==> src/rtl/branch_pkg.sv <==
// Shared branch op codes, BHT reset value and branch-code decode.
// Imported by the branch resolve unit and its history table.
package branch_pkg;

  localparam logic [6:0] ALU_BEQ  = 7'b0001010;
  localparam logic [6:0] ALU_BNE  = 7'b0001100;
  localparam logic [6:0] ALU_BLT  = 7'b0001110;
  localparam logic [6:0] ALU_BGE  = 7'b0010000;
  localparam logic [6:0] ALU_BLTU = 7'b0010010;
  localparam logic [6:0] ALU_BGEU = 7'b0010100;

  // Weakly not-taken
  localparam logic [1:0] BHT_RESET = 2'b01;

  function automatic logic is_branch_code(input logic [6:0] alu_sel);
    case (alu_sel)
      ALU_BEQ, ALU_BNE, ALU_BLT, ALU_BGE, ALU_BLTU, ALU_BGEU: return 1'b1;
      default: return 1'b0;
    endcase
  endfunction

endpackage

==> src/rtl/branch_history_table.sv <==
// 2-bit saturating branch history table: combinational read, one update per cycle.
// Update takes effect after the clock edge; a same-index read in that cycle sees the old value.
module branch_history_table
  import branch_pkg::*;
#(
  parameter int BHT_DEPTH = 16,
  parameter int IDXW      = $clog2(BHT_DEPTH)
) (
  input  logic            clk,
  input  logic            reset,
  input  logic [IDXW-1:0] rd_idx,
  output logic [1:0]      rd_cnt,
  input  logic            upd_en,
  input  logic [IDXW-1:0] upd_idx,
  input  logic            upd_taken
);

  logic [1:0] cnt_q [BHT_DEPTH];

  always_ff @(posedge clk or posedge reset) begin
    if (reset) begin
      for (int i = 0; i < BHT_DEPTH; i++) cnt_q[i] <= BHT_RESET;
    end else if (upd_en) begin
      if (upd_taken && cnt_q[upd_idx] != 2'b11)
        cnt_q[upd_idx] <= cnt_q[upd_idx] + 2'd1;
      else if (!upd_taken && cnt_q[upd_idx] != 2'b00)
        cnt_q[upd_idx] <= cnt_q[upd_idx] - 2'd1;
    end
  end

  assign rd_cnt = cnt_q[rd_idx];

endmodule

==> src/rtl/branch_resolve_unit.sv <==
// Resolves RV32 branch conditions and next PC, flags mispredicts, trains the BHT.
// Latency 1 cycle; one-entry output register, in_ready drops while a result is stalled.
module branch_resolve_unit
  import branch_pkg::*;
#(
  parameter int XLEN      = 32,
  parameter int BHT_DEPTH = 16
) (
  input  logic            clk,
  input  logic            reset,
  input  logic [XLEN-1:0] pred_pc,
  output logic            pred_taken,
  input  logic            in_valid,
  output logic            in_ready,
  input  logic [6:0]      aluSelect,
  input  logic [XLEN-1:0] rs1,
  input  logic [XLEN-1:0] rs2,
  input  logic [XLEN-1:0] pc,
  input  logic [XLEN-1:0] imm,
  input  logic            in_pred_taken,
  output logic            out_valid,
  input  logic            out_ready,
  output logic            is_branch,
  output logic            branch_taken,
  output logic [XLEN-1:0] target,
  output logic            mispredict,
  output logic [31:0]     mispredict_count
);

  localparam int IDXW = $clog2(BHT_DEPTH);

  logic            accept;
  logic            fire;
  logic            c_is_branch;
  logic            c_taken;
  logic            c_mispredict;
  logic [XLEN-1:0] c_target;
  logic [IDXW-1:0] idx_q;
  logic [1:0]      pred_cnt;
  logic            unused_bits;

  assign in_ready = !out_valid || out_ready;
  assign accept   = in_valid && in_ready;
  assign fire     = out_valid && out_ready;

  always_comb begin
    c_is_branch = is_branch_code(aluSelect);
    case (aluSelect)
      ALU_BEQ:  c_taken = (rs1 == rs2);
      ALU_BNE:  c_taken = (rs1 != rs2);
      ALU_BLT:  c_taken = ($signed(rs1) <  $signed(rs2));
      ALU_BGE:  c_taken = ($signed(rs1) >= $signed(rs2));
      ALU_BLTU: c_taken = (rs1 <  rs2);
      ALU_BGEU: c_taken = (rs1 >= rs2);
      default:  c_taken = 1'b0;
    endcase
    c_target     = c_taken ? (pc + imm) : (pc + XLEN'(4));
    c_mispredict = (c_taken != in_pred_taken);
  end

  always_ff @(posedge clk or posedge reset) begin
    if (reset) begin
      out_valid    <= 1'b0;
      is_branch    <= 1'b0;
      branch_taken <= 1'b0;
      target       <= '0;
      mispredict   <= 1'b0;
      idx_q        <= '0;
    end else if (accept) begin
      out_valid    <= 1'b1;
      is_branch    <= c_is_branch;
      branch_taken <= c_taken;
      target       <= c_target;
      mispredict   <= c_mispredict;
      idx_q        <= pc[IDXW+1:2];
    end else if (fire) begin
      out_valid <= 1'b0;
    end
  end

  // Counter sticks at all-ones rather than wrapping
  always_ff @(posedge clk or posedge reset) begin
    if (reset)
      mispredict_count <= '0;
    else if (fire && mispredict && mispredict_count != 32'hFFFF_FFFF)
      mispredict_count <= mispredict_count + 32'd1;
  end

  branch_history_table #(
    .BHT_DEPTH (BHT_DEPTH)
  ) u_bht (
    .clk       (clk),
    .reset     (reset),
    .rd_idx    (pred_pc[IDXW+1:2]),
    .rd_cnt    (pred_cnt),
    .upd_en    (fire && is_branch),
    .upd_idx   (idx_q),
    .upd_taken (branch_taken)
  );

  assign pred_taken  = pred_cnt[1];
  assign unused_bits = ^{pred_pc[XLEN-1:IDXW+2], pred_pc[1:0], pred_cnt[0]};

endmodule
==> config.mk <==
export PLATFORM = sky130hd
export DESIGN_NAME = branch_resolve_unit
export DESIGN_NICKNAME = d
export VERILOG_FILES = /design/src/rtl/branch_pkg.sv /design/src/rtl/branch_history_table.sv /design/src/rtl/branch_resolve_unit.sv
export SDC_FILE = /design/constraint.sdc
export NUM_CORES = 1
export LEC_CHECK = 0
export CAP_MARGIN = 20
export CORE_ASPECT_RATIO = 2
export CORE_MARGIN = 2
export CORE_UTILIZATION = 51
export DETAILED_ROUTE_END_ITERATION = 10
export PLACE_DENSITY = 0.86
export SYNTH_ARGS = -nofsm -noshare
export SYNTH_HDL_FRONTEND = slang
export SYNTH_SLANG_ARGS = --single-unit
==> constraint.sdc <==
create_clock -name clk -period 8 [get_ports clk]
set_clock_uncertainty 0.2 [all_clocks]
set_input_delay 2 -clock clk [delete_from_list [all_inputs] [get_ports clk]]
set_output_delay 2 -clock clk [all_outputs]
set_load 0.05 [all_outputs]
==> results by group <==
Status
  – Outcome: complete, no violations

Finish
  – FILL cells: 1,211
  – N_diodes: 0
  – Commonest non-fill, non-tap cell in the layout: clkdlybuf4s50_1
  – Most frequent cells in the layout: 213 x clkdlybuf4s50_1, 100 x nand2_1, 88 x dfrtp_1
  – # nets final: roughly 1,300
  – Area of the multi-input gates: just under 5000 µm²
  – Cell area after layout: about 11,000 µm²
  – FF+latch area: roughly 2600 µm²
  – Area added between synthesis and finish: 34.01%
  – Share of layout cells above drive strength 1: 0.08232

Worst setup path
  – Slowest cell on the critical path: clkdlybuf4s50_1
  – Reg2reg path depth: 11
  – Reg2Reg Setup Slack: 3.69 ns
  – Delay of the slowest critical-path stage: approximately 0.72 ns
  – RR Startpoint: idx_q[0]
  – Cells along the critical path: clkdlybuf4s50_1, mux4_2, mux4_2, clkdlybuf4s50_1
  – Setup CP Type: in -> out
  – FF-to-FF End: u_bht.cnt_q[7]
  – Critical Path End Type: primary output
  – Required @ worst endpoint: about 5.8 ns
  – Startpoint types: input port
  – Arrival @ worst endpoint: around 4.4 ns
  – Worst-path maximum fanout: 4

Power and ir drop
  – Pwr Density: between 150 and 200 nW/µm²
  – Lkg Pwr: roughly 4.7 nW
  – Peak supply drop: around 0.00014 V

Detailed routing
  – Drt first-iter violations: around 240
  – Drc violations: 0
  – Final ANT Viol Nets: 0
  – WL/cell: 17.62 µm
  – DR vias/cell: approximately 5.7
  – WL final: between 20 and 25 mm
  – DRT Pass-1 Iters: 5
  – Routed via count: just over 7,000

Global route
  – Global-route wire length before repair: about 35 mm
  – Grt ovf: 0
  – Pin count of the biggest net entering global routing: 84
  – Vias in the first global route: around 7,500
  – Tot GR Track Use: 0.2686
  – Initial antenna violation count: 0

STA
  – RSZ-0062 raised after global routing: no
  – Final setup viols: 0
  – Setup_tns: 0 ns
  – FMAX: 152.5 MHz
  – Fin. Hold Viols: 0
  – Worst setup margin: 1.445 ns
  – Minimum clock period: between 6 and 7 ns
  – Worst rel slew slack: 0.3808
  – Final period util: 0.8194
  – Slew Limit Fails: 0
  – Worst-margin pin slew: around 0.9 ns

Worst hold path
  – HP Start: target[4]
  – Hold Path Class: reg -> reg
  – Hold path cells: 2
  – Hold Crit Endpoint: target[4]

CTS
  – Maximum clock path buffer count: 2
  – CTS tree: built
  – CTS buffer count: 9
  – Reg clk slew, reported paths: 0.07 ns
  – Num Clock Sinks: about 100
  – CTS Hold Bufs: 0
  – # resized after CTS: 0
  – Post-CTS setup buffer count: 0
  – Worst-Skew Late Latency: around 0.35 ns
  – Clock Root Buffer: clkbuf_16
  – H-Tree Depth: 3

Placed design
  – Hpwl dp: 18.12 mm
  – Area post-placement: around 10,000 µm²
  – Placer Congestion: approximately 0.97
  – Pre-CTS WS: ~1.4 ns
  – PortBufs: ~210

Synth
  – Post-synth EDFFs: 0
  – Netlist cell types: 63
  – Sequential area share after synthesis: 0.3339
  – Async set-reset flop share out of synthesis: 1.000
  – Main synth FF type: dfrtp_1
  – Mapped cell area: around 8000 µm²
  – Yosys warnings: 0
  – Average cell area after synthesis: between 9 and 10 µm²
  – Syn nets: approximately 1,100
  – Syn Inst Count: 856
  – Yosys reg bits: between 100 and 150

Die
  – Die Wd: 91.76 µm
  – Initial Util: 0.5163
  – Die height: about 180 µm
  – Top Ports: approximately 240
  – Cell Rows: 64
  – DIE AREA: about 16,000 µm²
  – Core area: between 15,000 and 20,000 µm²

Flow run
  – MaxCap Viol Count: 0
[per-layer routing]
metal | track usage | wire length (µm) | vias up
li1 | - | - | 3476
met1 | 0.2647 | 7730 | 3495
met2 | 0.5156 | 12390 | 239
met3 | 0.04275 | 987 | 66
met4 | 0.1499 | 1213 | 0
met5 | 0 | 0 | -
[through the flow]
step / total power, W / hold slack, ns / util / std cells
floorplan: 0.0009739 / 0.2559 / - / 856
global placement: 0.001183 / 0.2627 / 0.6687 / 1248
detailed placement: 0.001194 / 0.2742 / 0.6687 / 1248
CTS: 0.001640 / 0.2876 / 0.6882 / 1264
global route: 0.001717 / 0.2915 / 0.6919 / 1267
finish: 0.001636 / 0.2825 / 0.6919 / 1267
[Yosys cell counts (5+ instances only)]
master | n | area [µm²]
dfstp_2 | 16 | 420.4
a211oi_1 | 5 | 37.54
nand2b_1 | 12 | 75.07
nor2b_1 | 10 | 62.56
a31oi_1 | 5 | 31.28
nand3_1 | 38 | 190.2
o21a_1 | 8 | 60.06
mux2i_1 | 29 | 290.3
mux2_2 | 18 | 202.7
and2_1 | 5 | 31.28
dfrtp_1 | 88 | 2202
a21o_1 | 14 | 105.1
a21oi_1 | 47 | 235.2
inv_1 | 49 | 183.9
mux4_2 | 14 | 315.3
xor2_1 | 24 | 210.2
clkbuf_1 | 14 | 52.55
ha_1 | 67 | 838.3
nand4_1 | 20 | 125.1
xnor2_1 | 63 | 551.8
or3_1 | 5 | 31.28
o21ai_0 | 56 | 280.3
o21ai_1 | 6 | 30.03
nor3_1 | 10 | 50.05
nor2_1 | 55 | 206.5
nand2_1 | 101 | 379.1
and3_1 | 15 | 93.84
[where the power goes]
group	leakage, nW	internal, W	switching, W
Sequential	1.32	0.000568	0.0000447
Clock	0.149	0.000222	0.000219
Combinational	3.26	0.000250	0.000333
[final cells by class]
cell class | instances | share of cell area
flip-flops and latches | 104 | 0.2491
multi-input cells | 682 | 0.4721
repair buffers | 218 | 0.2092
inverters | 49 | 0.01771
well taps | 198 | 0.02354
clock inverters | 7 | 0.006894
clock buffers | 9 | 0.02140
[logic make-up (layout without fill, tap and decap cells)]
group,Yosys count,after routing,synth area share
simple gates,292,292,0.1789
mux,62,62,0.1048
xor+xnor,87,87,0.09701
fa+ha+maj,68,68,0.1093
flops,104,104,0.3339
buf+inv,70,283,0.03520
compound gates,173,173,0.1410
[critical path, delay by kind of cell]
family	cells	cell delay (ns)
buf+inv	2	1.34
mux	2	1.02
[worst max-delay path by stage]
stage,from,endpoint,slack [ns],cells past startpoint
2_1_floorplan,pred_pc[2],pred_taken,2.71,2
3_3_place_gp,pred_pc[2],pred_taken,1.43,4
3_5_place_dp,pred_pc[2],pred_taken,1.42,4
4_1_cts,pred_pc[2],pred_taken,1.42,4
5_1_grt,pred_pc[2],pred_taken,1.37,4
6_report,pred_pc[2],pred_taken,1.44,4
Power figures use the tool's default switching activity.
